===== config.mk =====
export PLATFORM = sky130hd
export DESIGN_NAME = csb_outstanding_tracker_flat
export DESIGN_NICKNAME = d
export VERILOG_FILES = /design/src/rtl/csb_outstanding_tracker_if.sv /design/src/rtl/csb_outstanding_tracker.sv /design/src/flat_wrapper.sv
export SDC_FILE = /design/constraint.sdc
export NUM_CORES = 1
export LEC_CHECK = 0
export ABC_AREA = 1
export CAP_MARGIN = 30
export CORE_MARGIN = 2
export CORE_UTILIZATION = 42
export DETAILED_ROUTE_END_ITERATION = 8
export PLACE_DENSITY = 0.75
export REMOVE_ABC_BUFFERS = 1
export SLEW_MARGIN = 20
export SYNTH_ARGS = -nofsm -noshare
export SYNTH_HDL_FRONTEND = slang
export SYNTH_SLANG_ARGS = --single-unit

===== constraint.sdc =====
create_clock -name clk -period 2.9 [get_ports clk]
set_input_delay 0.29 -clock clk [delete_from_list [all_inputs] [get_ports clk]]
set_output_delay 0.29 -clock clk [all_outputs]
set_load 0.02 [all_outputs]

===== src/rtl/csb_outstanding_tracker_if.sv =====
// ============================================================================
// Module   : csb_outstanding_tracker_if
// Function : Upstream/downstream CSB request and response bundle for the tracker.
// Revision : 1.0 - initial release
// ============================================================================
`default_nettype none

interface csb_outstanding_tracker_if;
  // upstream (bridge side)
  logic        s_valid;
  logic        s_ready;
  logic [15:0] s_addr;
  logic [31:0] s_wdat;
  logic        s_write;
  logic        s_nposted;
  logic        s_r_valid;
  logic [31:0] s_r_data;
  logic        s_wr_complete;
  // downstream (NVDLA side)
  logic        m_valid;
  logic        m_ready;
  logic [15:0] m_addr;
  logic [31:0] m_wdat;
  logic        m_write;
  logic        m_nposted;
  logic        m_r_valid;
  logic [31:0] m_r_data;
  logic        m_wr_complete;

  modport master (
    input  s_valid, s_addr, s_wdat, s_write, s_nposted,
    input  m_ready, m_r_valid, m_r_data, m_wr_complete,
    output s_ready, s_r_valid, s_r_data, s_wr_complete,
    output m_valid, m_addr, m_wdat, m_write, m_nposted
  );

  modport slave (
    output s_valid, s_addr, s_wdat, s_write, s_nposted,
    output m_ready, m_r_valid, m_r_data, m_wr_complete,
    input  s_ready, s_r_valid, s_r_data, s_wr_complete,
    input  m_valid, m_addr, m_wdat, m_write, m_nposted
  );
endinterface

`default_nettype wire


===== src/rtl/csb_outstanding_tracker.sv =====
// ============================================================================
// Module   : csb_outstanding_tracker
// Function : One-entry CSB request stage with credit limit and response type
//            checking; optional response timeout under `CSB_TIMEOUT_EN.
// Revision : 1.0 - initial release
// ============================================================================
`default_nettype none

module csb_outstanding_tracker #(
  parameter int MAX_OUTST      = 4,
  parameter int TIMEOUT_CYCLES = 1024
) (
  input  wire                        clk,
  input  wire                        rst_n,
  csb_outstanding_tracker_if.master  bus,
  output logic [3:0]                 outstanding_o,
  output logic                       err_o
);

  localparam int                PTR_W    = (MAX_OUTST > 1) ? $clog2(MAX_OUTST) : 1;
  localparam logic [3:0]        MAX_CNT  = 4'(MAX_OUTST);
  localparam logic [PTR_W-1:0]  PTR_LAST = PTR_W'(MAX_OUTST - 1);
  localparam logic [31:0]       TMO_DATA = 32'hDEAD_BEEF;

  if (MAX_OUTST < 1 || MAX_OUTST > 15 || TIMEOUT_CYCLES < 2) begin : g_param_check
    $error("csb_outstanding_tracker: parameter out of range");
  end

  // ---------------------------------------------------------------------------
  // State
  // ---------------------------------------------------------------------------
  logic                 rdy_q;
  logic                 m_valid_q,   m_valid_d;
  logic [15:0]          m_addr_q,    m_addr_d;
  logic [31:0]          m_wdat_q,    m_wdat_d;
  logic                 m_write_q,   m_write_d;
  logic                 m_nposted_q, m_nposted_d;
  logic [3:0]           cnt_q,       cnt_d;
  logic [MAX_OUTST-1:0] fifo_q,      fifo_d;
  logic [PTR_W-1:0]     wr_ptr_q,    wr_ptr_d;
  logic [PTR_W-1:0]     rd_ptr_q,    rd_ptr_d;
  logic                 s_r_valid_q, s_r_valid_d;
  logic [31:0]          s_r_data_q,  s_r_data_d;
  logic                 s_wrc_q,     s_wrc_d;
  logic                 err_q,       err_d;

  // ---------------------------------------------------------------------------
  // Request side
  // ---------------------------------------------------------------------------
  logic w_s_ready;
  logic w_s_hs;
  logic w_push;

  // rdy_q keeps s_ready low while reset is asserted and for the first edge after
  assign w_s_ready = rdy_q && (!m_valid_q || bus.m_ready) && (cnt_q < MAX_CNT);
  assign w_s_hs    = bus.s_valid && w_s_ready;
  assign w_push    = w_s_hs && (!bus.s_write || bus.s_nposted);

  // ---------------------------------------------------------------------------
  // Response side
  // ---------------------------------------------------------------------------
  logic w_nonempty;
  logic w_head_wr;
  logic w_rd_match;
  logic w_wr_match;
  logic w_match;
  logic w_bad;
  logic w_to;
  logic w_pop;

  // credit count equals type-FIFO occupancy: both step on the same events
  assign w_nonempty = (cnt_q != 4'd0);
  assign w_head_wr  = fifo_q[rd_ptr_q];
  assign w_rd_match = bus.m_r_valid && !bus.m_wr_complete && w_nonempty && !w_head_wr;
  assign w_wr_match = bus.m_wr_complete && !bus.m_r_valid && w_nonempty && w_head_wr;
  assign w_match    = w_rd_match || w_wr_match;
  assign w_bad      = (bus.m_r_valid || bus.m_wr_complete) && !w_match;
  assign w_pop      = w_match || w_to;

`ifdef CSB_TIMEOUT_EN
  localparam int TMR_W = $clog2(TIMEOUT_CYCLES + 1);

  logic [TMR_W-1:0] timer_q, timer_d;

  assign w_to = w_nonempty && !w_match && (timer_q == TMR_W'(TIMEOUT_CYCLES));

  always_comb begin
    timer_d = timer_q + 1'b1;
    if (w_pop || !w_nonempty) begin
      timer_d = '0;
    end
  end

  always_ff @(posedge clk or negedge rst_n) begin
    if (!rst_n) begin
      timer_q <= '0;
    end else begin
      timer_q <= timer_d;
    end
  end
`else
  assign w_to = 1'b0;
`endif

  // ---------------------------------------------------------------------------
  // Next state
  // ---------------------------------------------------------------------------
  always_comb begin
    m_valid_d   = m_valid_q;
    m_addr_d    = m_addr_q;
    m_wdat_d    = m_wdat_q;
    m_write_d   = m_write_q;
    m_nposted_d = m_nposted_q;
    cnt_d       = cnt_q;
    fifo_d      = fifo_q;
    wr_ptr_d    = wr_ptr_q;
    rd_ptr_d    = rd_ptr_q;
    s_r_valid_d = w_rd_match || (w_to && !w_head_wr);
    s_r_data_d  = s_r_data_q;
    s_wrc_d     = w_wr_match || (w_to && w_head_wr);
    err_d       = err_q || w_bad || w_to;

    if (w_s_hs) begin
      m_valid_d   = 1'b1;
      m_addr_d    = bus.s_addr;
      m_wdat_d    = bus.s_wdat;
      m_write_d   = bus.s_write;
      m_nposted_d = bus.s_nposted;
    end else if (bus.m_ready) begin
      m_valid_d   = 1'b0;
    end

    if (w_push) begin
      fifo_d[wr_ptr_q] = bus.s_write;
      wr_ptr_d         = (wr_ptr_q == PTR_LAST) ? '0 : wr_ptr_q + 1'b1;
    end
    if (w_pop) begin
      rd_ptr_d = (rd_ptr_q == PTR_LAST) ? '0 : rd_ptr_q + 1'b1;
    end

    case ({w_push, w_pop})
      2'b10:   cnt_d = cnt_q + 4'd1;
      2'b01:   cnt_d = cnt_q - 4'd1;
      default: cnt_d = cnt_q;
    endcase

    if (w_rd_match) begin
      s_r_data_d = bus.m_r_data;
    end else if (w_to && !w_head_wr) begin
      s_r_data_d = TMO_DATA;
    end
  end

  always_ff @(posedge clk or negedge rst_n) begin
    if (!rst_n) begin
      rdy_q       <= 1'b0;
      m_valid_q   <= 1'b0;
      m_addr_q    <= '0;
      m_wdat_q    <= '0;
      m_write_q   <= 1'b0;
      m_nposted_q <= 1'b0;
      cnt_q       <= '0;
      fifo_q      <= '0;
      wr_ptr_q    <= '0;
      rd_ptr_q    <= '0;
      s_r_valid_q <= 1'b0;
      s_r_data_q  <= '0;
      s_wrc_q     <= 1'b0;
      err_q       <= 1'b0;
    end else begin
      rdy_q       <= 1'b1;
      m_valid_q   <= m_valid_d;
      m_addr_q    <= m_addr_d;
      m_wdat_q    <= m_wdat_d;
      m_write_q   <= m_write_d;
      m_nposted_q <= m_nposted_d;
      cnt_q       <= cnt_d;
      fifo_q      <= fifo_d;
      wr_ptr_q    <= wr_ptr_d;
      rd_ptr_q    <= rd_ptr_d;
      s_r_valid_q <= s_r_valid_d;
      s_r_data_q  <= s_r_data_d;
      s_wrc_q     <= s_wrc_d;
      err_q       <= err_d;
    end
  end

  // ---------------------------------------------------------------------------
  // Outputs
  // ---------------------------------------------------------------------------
  assign bus.s_ready       = w_s_ready;
  assign bus.s_r_valid     = s_r_valid_q;
  assign bus.s_r_data      = s_r_data_q;
  assign bus.s_wr_complete = s_wrc_q;
  assign bus.m_valid       = m_valid_q;
  assign bus.m_addr        = m_addr_q;
  assign bus.m_wdat        = m_wdat_q;
  assign bus.m_write       = m_write_q;
  assign bus.m_nposted     = m_nposted_q;
  assign outstanding_o     = cnt_q;
  assign err_o             = err_q;

endmodule

`default_nettype wire


===== src/flat_wrapper.sv =====
// flat-port wrapper written by rule: the top's interface ports become plain ports
module csb_outstanding_tracker_flat 
#(
  parameter int MAX_OUTST      = 4,
  parameter int TIMEOUT_CYCLES = 1024
)
  (clk, rst_n, outstanding_o, err_o, bus_s_valid, bus_s_addr, bus_s_wdat, bus_s_write, bus_s_nposted, bus_m_ready, bus_m_r_valid, bus_m_r_data, bus_m_wr_complete, bus_s_ready, bus_s_r_valid, bus_s_r_data, bus_s_wr_complete, bus_m_valid, bus_m_addr, bus_m_wdat, bus_m_write, bus_m_nposted);
  csb_outstanding_tracker_if bus_i ();
  input  wire clk;
  input  wire rst_n;
  output logic [3:0] outstanding_o;
  output logic err_o;
  input wire logic [$bits(bus_i.s_valid)-1:0] bus_s_valid;
  input wire logic [$bits(bus_i.s_addr)-1:0] bus_s_addr;
  input wire logic [$bits(bus_i.s_wdat)-1:0] bus_s_wdat;
  input wire logic [$bits(bus_i.s_write)-1:0] bus_s_write;
  input wire logic [$bits(bus_i.s_nposted)-1:0] bus_s_nposted;
  input wire logic [$bits(bus_i.m_ready)-1:0] bus_m_ready;
  input wire logic [$bits(bus_i.m_r_valid)-1:0] bus_m_r_valid;
  input wire logic [$bits(bus_i.m_r_data)-1:0] bus_m_r_data;
  input wire logic [$bits(bus_i.m_wr_complete)-1:0] bus_m_wr_complete;
  output wire logic [$bits(bus_i.s_ready)-1:0] bus_s_ready;
  output wire logic [$bits(bus_i.s_r_valid)-1:0] bus_s_r_valid;
  output wire logic [$bits(bus_i.s_r_data)-1:0] bus_s_r_data;
  output wire logic [$bits(bus_i.s_wr_complete)-1:0] bus_s_wr_complete;
  output wire logic [$bits(bus_i.m_valid)-1:0] bus_m_valid;
  output wire logic [$bits(bus_i.m_addr)-1:0] bus_m_addr;
  output wire logic [$bits(bus_i.m_wdat)-1:0] bus_m_wdat;
  output wire logic [$bits(bus_i.m_write)-1:0] bus_m_write;
  output wire logic [$bits(bus_i.m_nposted)-1:0] bus_m_nposted;
  assign bus_i.s_valid = bus_s_valid;
  assign bus_i.s_addr = bus_s_addr;
  assign bus_i.s_wdat = bus_s_wdat;
  assign bus_i.s_write = bus_s_write;
  assign bus_i.s_nposted = bus_s_nposted;
  assign bus_i.m_ready = bus_m_ready;
  assign bus_i.m_r_valid = bus_m_r_valid;
  assign bus_i.m_r_data = bus_m_r_data;
  assign bus_i.m_wr_complete = bus_m_wr_complete;
  assign bus_s_ready = bus_i.s_ready;
  assign bus_s_r_valid = bus_i.s_r_valid;
  assign bus_s_r_data = bus_i.s_r_data;
  assign bus_s_wr_complete = bus_i.s_wr_complete;
  assign bus_m_valid = bus_i.m_valid;
  assign bus_m_addr = bus_i.m_addr;
  assign bus_m_wdat = bus_i.m_wdat;
  assign bus_m_write = bus_i.m_write;
  assign bus_m_nposted = bus_i.m_nposted;
  csb_outstanding_tracker #(.MAX_OUTST(MAX_OUTST), .TIMEOUT_CYCLES(TIMEOUT_CYCLES)) u_core (.clk(clk), .rst_n(rst_n), .bus(bus_i), .outstanding_o(outstanding_o), .err_o(err_o));
endmodule

Word-level counts from Yosys, hierarchy flattened
Index checks and enable logic that the tools add are counted.
Widths: inputs -> output; s select.
{"block": "totals", "reg_bits": 99, "in_bits": 88, "out_inout_bits": 91, "word_cells": 62}
{"block": "classes", "n_addsub": 4, "n_lt_le_gt_ge": 4, "n_eq_ne": 4, "muxes": 10, "n_reduce_logical": 26}
{"operator": "$logic_and 1x1->1", "count": 12}
{"operator": "$pmux 4 s2", "count": 1}
{"operator": "$eq 2x2->1 const B", "count": 3}
{"operator": "$logic_not 1->1", "count": 6}
{"operator": "$lt 2x3->1 const B", "count": 2}
{"operator": "$logic_or 1x1->1", "count": 5}
{"operator": "$add 2x1->2 const B", "count": 2}
{"operator": "$add 4x1->4 const B", "count": 1}
{"operator": "$bwmux 4", "count": 1}
{"operator": "$lt 4x3->1 const B", "count": 1}
{"operator": "$mux 1", "count": 4}
{"operator": "$mux 2", "count": 2}
{"operator": "$reduce_bool 2->1", "count": 2}
{"operator": "$reduce_bool 4->1", "count": 1}
{"operator": "$sub 4x1->4 const B", "count": 1}
{"operator": "$bmux 1 s2", "count": 1}
{"operator": "$demux 1 s2", "count": 1}
{"operator": "$eq 2x1->1 const B", "count": 1}
{"operator": "$ge 2x1->1 const B", "count": 1}

Logic depth before layout (Yosys ltp)
Gate-level depths: netlist of run 1.
{"block": "depth", "word_depth": 8, "mapped_depth": 16, "mapped_depth_nobuf": 15}

Worst setup path after synthesis of run 1
No wires, ideal clock.
{"block": "synth_timing", "path_type": "flip-flop to flip-flop", "startpoint": "register u_core.cnt_q[3], in the netlist u_core.outstanding_o[3]", "endpoint": "register u_core.cnt_q[3], in the netlist u_core.outstanding_o[3]", "setup_time_ns": 0.116, "arrival_ns": 2.164, "t_required_ns": 2.784, "slack_ns": 0.620, "stages_incl_launch_ff": 13, "n_path_buf": 1, "synth_period_minus_slack_ns": 2.280, "cell_sequence": "dfrtp_1 > nor2_2 > a21oi_1 > nand2_4 > buf_2 > nand2_1 > ha_1 > ha_1 > or2_2 > nand3_1 > nand2_1 > nand2_1 > nand2_1"}
{"block": "synth_between", "elab_chain_len": 6, "elab_cells_between_ends": 16, "cone_classes": "add/sub: 2; order compare: 1; eq/ne: 2; mux: 1; reduce/logical: 10"}
{"item": "start, declared", "line": "csb_outstanding_tracker.sv:38", "text": "logic [3:0] cnt_q, cnt_d;"}
{"item": "start signal, assigned", "line": "csb_outstanding_tracker.sv:177", "text": "cnt_q <= cnt_d;"}
{"item": "$lt 4x3->1 / $reduce_bool 4->1 (equally long branches)", "line": "csb_outstanding_tracker.sv:55, csb_outstanding_tracker.sv:72"}
{"item": "$logic_and 1x1->1, on equally long branches", "line": "csb_outstanding_tracker.sv:55, csb_outstanding_tracker.sv:74, csb_outstanding_tracker.sv:75"}
{"item": "$logic_and 1x1->1, on equally long branches", "line": "csb_outstanding_tracker.sv:56, csb_outstanding_tracker.sv:74, csb_outstanding_tracker.sv:75"}
{"item": "$logic_and 1x1->1 / $logic_or 1x1->1 (equally long branches)", "line": "csb_outstanding_tracker.sv:57, csb_outstanding_tracker.sv:76"}
{"item": "$eq 2x1->1 / $eq 2x2->1 (equally long branches)", "line": "csb_outstanding_tracker.sv:141", "text": "case ({w_push, w_pop})"}
{"item": "$pmux 4 s2 / $reduce_bool 2->1 (equally long branches)"}
Parallel ways exist; a longest one is shown, timed or not.
A chain may end at the register's enable or synchronous reset.

Worst setup path in the final report of run 1
{"block": "layout_timing", "startpoint": "register u_core.cnt_q[3], in the netlist u_core.outstanding_o[3]", "endpoint": "output port bus_s_ready"}
{"block": "layout_between", "elab_chain_len": 2}
{"item": "$lt 4x3->1", "line": "csb_outstanding_tracker.sv:55", "text": "assign w_s_ready = rdy_q && (!m_valid_q || bus.m_ready) && (cnt_q < MAX_CNT);"}
{"item": "$logic_and 1x1->1", "line": "csb_outstanding_tracker.sv:55"}
{"item": "end, declared", "line": "flat_wrapper.sv:22", "text": "output wire logic [$bits(bus_i.s_ready)-1:0] bus_s_ready;"}
No other way between the ends.

==> results.md, run 1 <==
* Status: completed
* Worst slew margin at about 46%
* Endpoint arrival time on the critical path at between 2 and 2.5 ns
* Final setup violation count at 0
* Num ports at ~180
* Pre-CTS WS at 0.4649 ns
* Max cap viols at 0
* Fin Setup TNS at 0 ns
* Setup ws final at 0.5544 ns
* Syn avg cell area at roughly 8.7 um^2
* Iter 0 DRT Violations at approximately 140
* Post-Syn Area at ~0.0042 mm^2
* Post-CTS Setup Bufs at 0
* Core area at approximately 0.01 mm^2
* CTS root buf: clkbuf_8
* Peak VDD IR at between 0.4 and 0.5 mV
* Final instance area at 0.006240 mm^2
* Final period utilization at 80.88%
* Worst setup EP type: primary output
* DIE AREA at 0.01078 mm^2
* Post-route ant nets at 0
* First-pass GRT wire length at around 17000 um
* Width of the chip at 103.8 um
* CTS resizes at 0
* Area of the multi-input gates at 0.001479 mm^2
* Clk slew on worst S/H paths at ~0.09 ns
* CTS tree: built
* Clk Latency, worst-skew pair at around 0.36 ns
* CP Cell Sequence: nor2_2, nand2_1, nor2_1, clkdlybuf4s50_1
* Initial antenna violation count at 0
* Worst-Margin Slew at ~0.81 ns
* Number of global-route vias before repair at between 3000 and 4000
* Clk buf depth at 2
* Gr usage total at 19.80%
* Worst-path maximum fanout at 5
* Post-DP HPWL at about 7500 um
* Cells after synthesis at around 480
* Register Area at approximately 0.0025 mm^2
* Synth cell types at 25
* Gpl congestion at just under 0.8
* CTS Buf Count at 9
* Area Overhead vs Synth at 49.04%
* Avg WL per Cell at between 10 and 15 um
* WP buf/inv at 1
* Worst stage delay on the critical path at 0.68 ns
* Reg-to-reg startpoint: u_core.outstanding_o[3]
* Port-buffer cells at ~180
* Final Slew Violations at 0
* Initial core utilization at between 40 and 50%
* Seq cells post-synth at 99
* # diodes at 0
* Vias at ~3600
* Fillers at 840
* DRC Markers at 0
* Clk sinks at 99
* Power Dens Cells at approximately 1100 mW/mm^2
* Synth warn at 0
* Leakage at about 3.1 nW
* WL final at approximately 10000 um
* Hold-fix buffers, CTS at 0
* Top delay family on crit path: buffers and inverters
* Worst Skew at slightly below 0.007 ns
* Crit. Startpoint: u_core.outstanding_o[3]
* Cell Count, Final, Fillers Out at ~790
* Drt via density at approximately 4.6
* Final Critical Period at 2.346 ns
* Highest clock rate at around 0.43 GHz
* RSZ-0062 raised after global routing: false
* Router iterations before antenna repair at 4
* H-tree levels at 3
* Die Y at just over 100 um
* Worst endpoint required time at 2.61 ns
* Crit start category: register
* Sequential cell area fraction in the yosys report at 59.18%
* Worst setup path class: reg -> out
* Placed inst area at slightly above 0.006 mm^2
* Largest net degree at the start of global routing at 65
* Hold Path Class: in -> async
* Proportion of layout cells with a drive suffix above 1 at 6.212%
* Finished Core Util at between 60% and 70%
* Aggregate global routing overflow at 0
* Fin. Hold Viols at 0
* Placed Instances at a little under 800
* Final Net Count at around 750
* Critical path's slowest cell: clkdlybuf4s50_1
* Row cnt at 36
-- metal layers --
metal | GRT usage, % | vias up | share of wire (%)
li1 | - | 1799 | -
met3 | 3.461 | 26 | 4.4
met1 | 24.64 | 1671 | 42
met5 | 0 | - | 0
met4 | 10.04 | 0 | 3.2
met2 | 33.22 | 116 | 51
-- area by class of cell --
class,instances,share of cell area [%]
timing repair buffer,182,29.20
clock inverter,4,0.7820
inverter,23,1.464
sequential,99,39.70
tap,133,2.667
multi-input combinational,340,23.70
clock buffer,12,2.486
-- stage by stage --
step                power (mW)  hold slack, ns
floorplan                4.222       -0.005591
global placement         5.882          0.4369
detailed placement       5.990          0.4411
CTS                      6.932         0.03832
global route             7.324         0.06351
finish                   6.853        0.005537
-- final timing paths --
path	endpoint	slack, ns	depth (start not counted)
setup / recovery	bus_s_ready	0.55	4
hold / removal	u_core.bus.s_r_data[30]	0.006	1
setup reg to reg	u_core.outstanding_o[3]	0.56	13
hold reg to reg	u_core.bus.m_wdat[30]	0.47	2
max in group asynchronous	u_core.bus.s_r_data[18]	2.23	2
min in group clk	u_core.bus.s_r_data[14]	0.46	3
-- sequential cells by signal, indices dropped and copies added (netlist names) --
name                      count
u_core.bus.m_addr            16
u_core.bus.m_nposted          1
u_core.bus.m_valid            1
u_core.bus.m_wdat            32
u_core.bus.m_write            1
u_core.bus.s_r_data          32
u_core.bus.s_r_valid          1
u_core.bus.s_wr_complete      1
u_core.err_o                  1
u_core.fifo_q                 4
u_core.outstanding_o          4
u_core.rd_ptr_q               2
u_core.rdy_q                  1
u_core.wr_ptr_q               2
-- cells by family (layout without fill, tap and decap cells) --
group	count (synthesis)	in the layout	share of synthesized area, %
AND/OR/NAND/NOR	322	322	31.02
other	1	1	0.08957
AO/OA/AOI/OAI	5	5	0.5974
adder cells (fa/ha/maj)	9	9	2.869
buffers and inverters	40	221	5.619
XOR/XNOR	3	3	0.6277
flip-flops	99	99	59.18
-- Yosys cell counts, drive strengths merged --
cell type  number  area [um^2]
xor2            1        8.760
nor2            7        31.28
conb            1        3.750
nand3          14        75.07
clkbuf          5        18.77
dfrtp          99         2477
fa              1        20.02
xnor2           2        17.52
a21oi           1        5.000
nand2         290         1124
ha              8        100.1
buf            12        125.1
inv            23        91.34
or2             3        18.77
o21ai           4        20.01
nand4           8        50.05
-- cells in the final DEF, fill, tap and decap left out, types with 5 or more instances in the layout --
| cell | instances |
|---|---|
| nand3_1 | 13 |
| clkdlybuf4s50_1 | 177 |
| ha_1 | 8 |
| nand2_2 | 11 |
| dfrtp_1 | 99 |
| inv_1 | 20 |
| nand2_1 | 278 |
| nand4_1 | 8 |
| clkbuf_8 | 11 |
| nor2_1 | 5 |
-- power breakdown --
part	internal, mW	total (mW)	switching [mW]	leakage (nW)
Sequential	2.04	2.44	0.406	1.23
Combinational	1.60	3.50	1.90	1.81
Clock	0.446	0.913	0.467	0.106
Total	4.08	6.85	2.78	3.14
(Power assumes the default switching activity.)
==> run 2: changes to the inputs <==
- CORE_UTILIZATION: 42 -> 38
- PLACE_DENSITY: 0.75 -> 0.72
- clock period: 2.9 -> 2.1 ns (I/O delays scaled with it)
==> results.md, run 2 (synthesis results as in run 1) <==
* Router iterations before antenna repair at 4
* CTS Buf Count at 9
* Finished Core Util at between 50% and 60%
* Clk Latency, worst-skew pair at 0.36 ns
* Clk slew on worst S/H paths at 0.09 ns
* Leakage at about 3.3 nW
* Max cap viols at 0
* Row cnt at 38
* Top delay family on crit path: simple AND/OR/NAND/NOR gates
* Initial core utilization at about two fifths
* Worst-Margin Slew at between 0.5 and 0.6 ns
* Final period utilization at ~93%
* Aggregate global routing overflow at 0
* CTS root buf: clkbuf_8
* Width of the chip at 109.0 um
* Worst-path maximum fanout at 4
* WP buf/inv at 1
* DRC Markers at 0
* Proportion of layout cells with a drive suffix above 1 at 9.735%
* CTS tree: built
* Most used cell, CP: nand2_1
* Gr usage total at between 10% and 20%
* Clk sinks at roughly 100
* Gpl congestion at 0.8232
* Worst endpoint required time at approximately 2.4 ns
* Status: completed
* Worst stage delay on the critical path at between 0.4 and 0.5 ns
* Post-DP HPWL at 7901 um
* Worst setup EP type: register
* Area Overhead vs Synth at 54.45%
* Number of global-route vias before repair at around 3800
* WL final at 10940 um
* # diodes at 0
* Port-buffer cells at between 150 and 200
* Highest clock rate at 0.5124 GHz
* Final Critical Period at approximately 2 ns
* Die Y at between 100 and 150 um
* Core area at roughly 0.011 mm^2
* Largest net degree at the start of global routing at 56
* Num ports at 179
* Final setup violation count at 0
* Placed inst area at approximately 0.0062 mm^2
* Crit start category: register
* Avg WL per Cell at 13.38 um
* Iter 0 DRT Violations at between 150 and 200
* Worst Skew at 0.009714 ns
* Final instance area at around 0.0065 mm^2
* Endpoint arrival time on the critical path at about 2.2 ns
* Post-route ant nets at 0
* Vias at roughly 3700
* Peak VDD IR at slightly below 0.7 mV
* Worst setup path class: reg -> reg
* Worst slew margin at between 60% and 70%
* Commonest non-fill, non-tap cells in the layout: 276 x nand2_1, 176 x clkdlybuf4s50_1, 98 x dfrtp_1
* Power Dens Cells at 1517 mW/mm^2
* Fin. Hold Viols at 0
* Hold Path Class: in -> reg
* Final Slew Violations at 0
* H-tree levels at 3
* Total power at 9.809 mW
* Clk buf depth at 2
* Commonest non-fill, non-tap cell in the layout: nand2_1
* Drt via density at 4.542
* Critical path's slowest cell: dfrtp_1
* CP Cell Sequence: nor2_4, nand2_1, nand2_1, inv_1, nand2_2, nand2_2, ha_4, ha_4, or2_2, nand3_1, nand2_1, nand2_1, nand2_1
* DIE AREA at 0.01187 mm^2
* First-pass GRT wire length at around 18000 um
* Final Net Count at between 700 and 800
* Initial antenna violation count at 0
run 2: where the power goes:
part | internal, mW | switching (mW)
sequential | 2.81 | 0.541
clock | 0.706 | 0.656
combinational | 2.37 | 2.72
total | 5.89 | 3.92
run 2: stage by stage:
step / hold slack, ns / setup WS (ns) / setup TNS, ns / cells
global route: 0.3693 / -0.001566 / -0.001566 / 818
floorplan: -0.08559 / -1.094 / -38.03 / 462
CTS: 0.3524 / 0.04028 / 0 / 817
detailed placement: 0.2341 / -0.2155 / -0.4463 / 800
global placement: 0.2390 / -0.1394 / -0.2055 / 800
finish: 0.3806 / 0.1486 / 0 / 818
run 2: final timing paths:
path | start | end | slack [ns] | cells past startpoint
min in group asynchronous | rst_n | u_core.bus.m_addr[1] | 0.40 | 2
max in group asynchronous | rst_n | u_core.bus.s_r_data[31] | 1.06 | 3
setup / recovery | u_core.outstanding_o[3] | u_core.outstanding_o[3] | 0.15 | 13
hold / removal | bus_m_r_data[19] | u_core.bus.s_r_data[19] | 0.38 | 3
setup reg to reg | u_core.outstanding_o[3] | u_core.outstanding_o[3] | 0.15 | 13
hold reg to reg | u_core.bus.m_wdat[19] | u_core.bus.m_wdat[19] | 0.48 | 2
run 2: routing by layer:
layer / track usage (%) / wire, um
met2: 32.17 / 5614
met5: 0 / 0
met3: 3.527 / 455
met4: 11.26 / 404
met1: 22.78 / 4468
run 2: worst min-delay path, delay by kind of cell:
kind / cells / cell delay [ns]
simple gates: 2 / 0.10
buf+inv: 1 / 0.39
run 2: layout make-up:
| cell class | instances | area, um^2 |
|---|---|---|
| fillers | 935 | 4327 |
| flip-flops and latches | 99 | 2479 |
| repair buffers | 200 | 1974 |
| multi-input cells | 340 | 1521 |
| well taps | 140 | 175.2 |
| clock buffers | 10 | 137.6 |
| inverters | 23 | 91.34 |
| clock inverters | 6 | 87.58 |
run 2: timing repair:
action	CTS	global route
gates resized for setup	2	8
buffers inserted	0	1
hold endpoints to repair	40	0
gates cloned	0	0
setup endpoints to repair	1	2
hold buffers	1	0
pin swaps	1	1
==> run 3: changes to the inputs <==
- ABC_CLOCK_PERIOD_IN_PS: unset -> 2100
==> results of run 3 <==
Same layout as run 2: the final DEF is identical, and so are final timing and power.
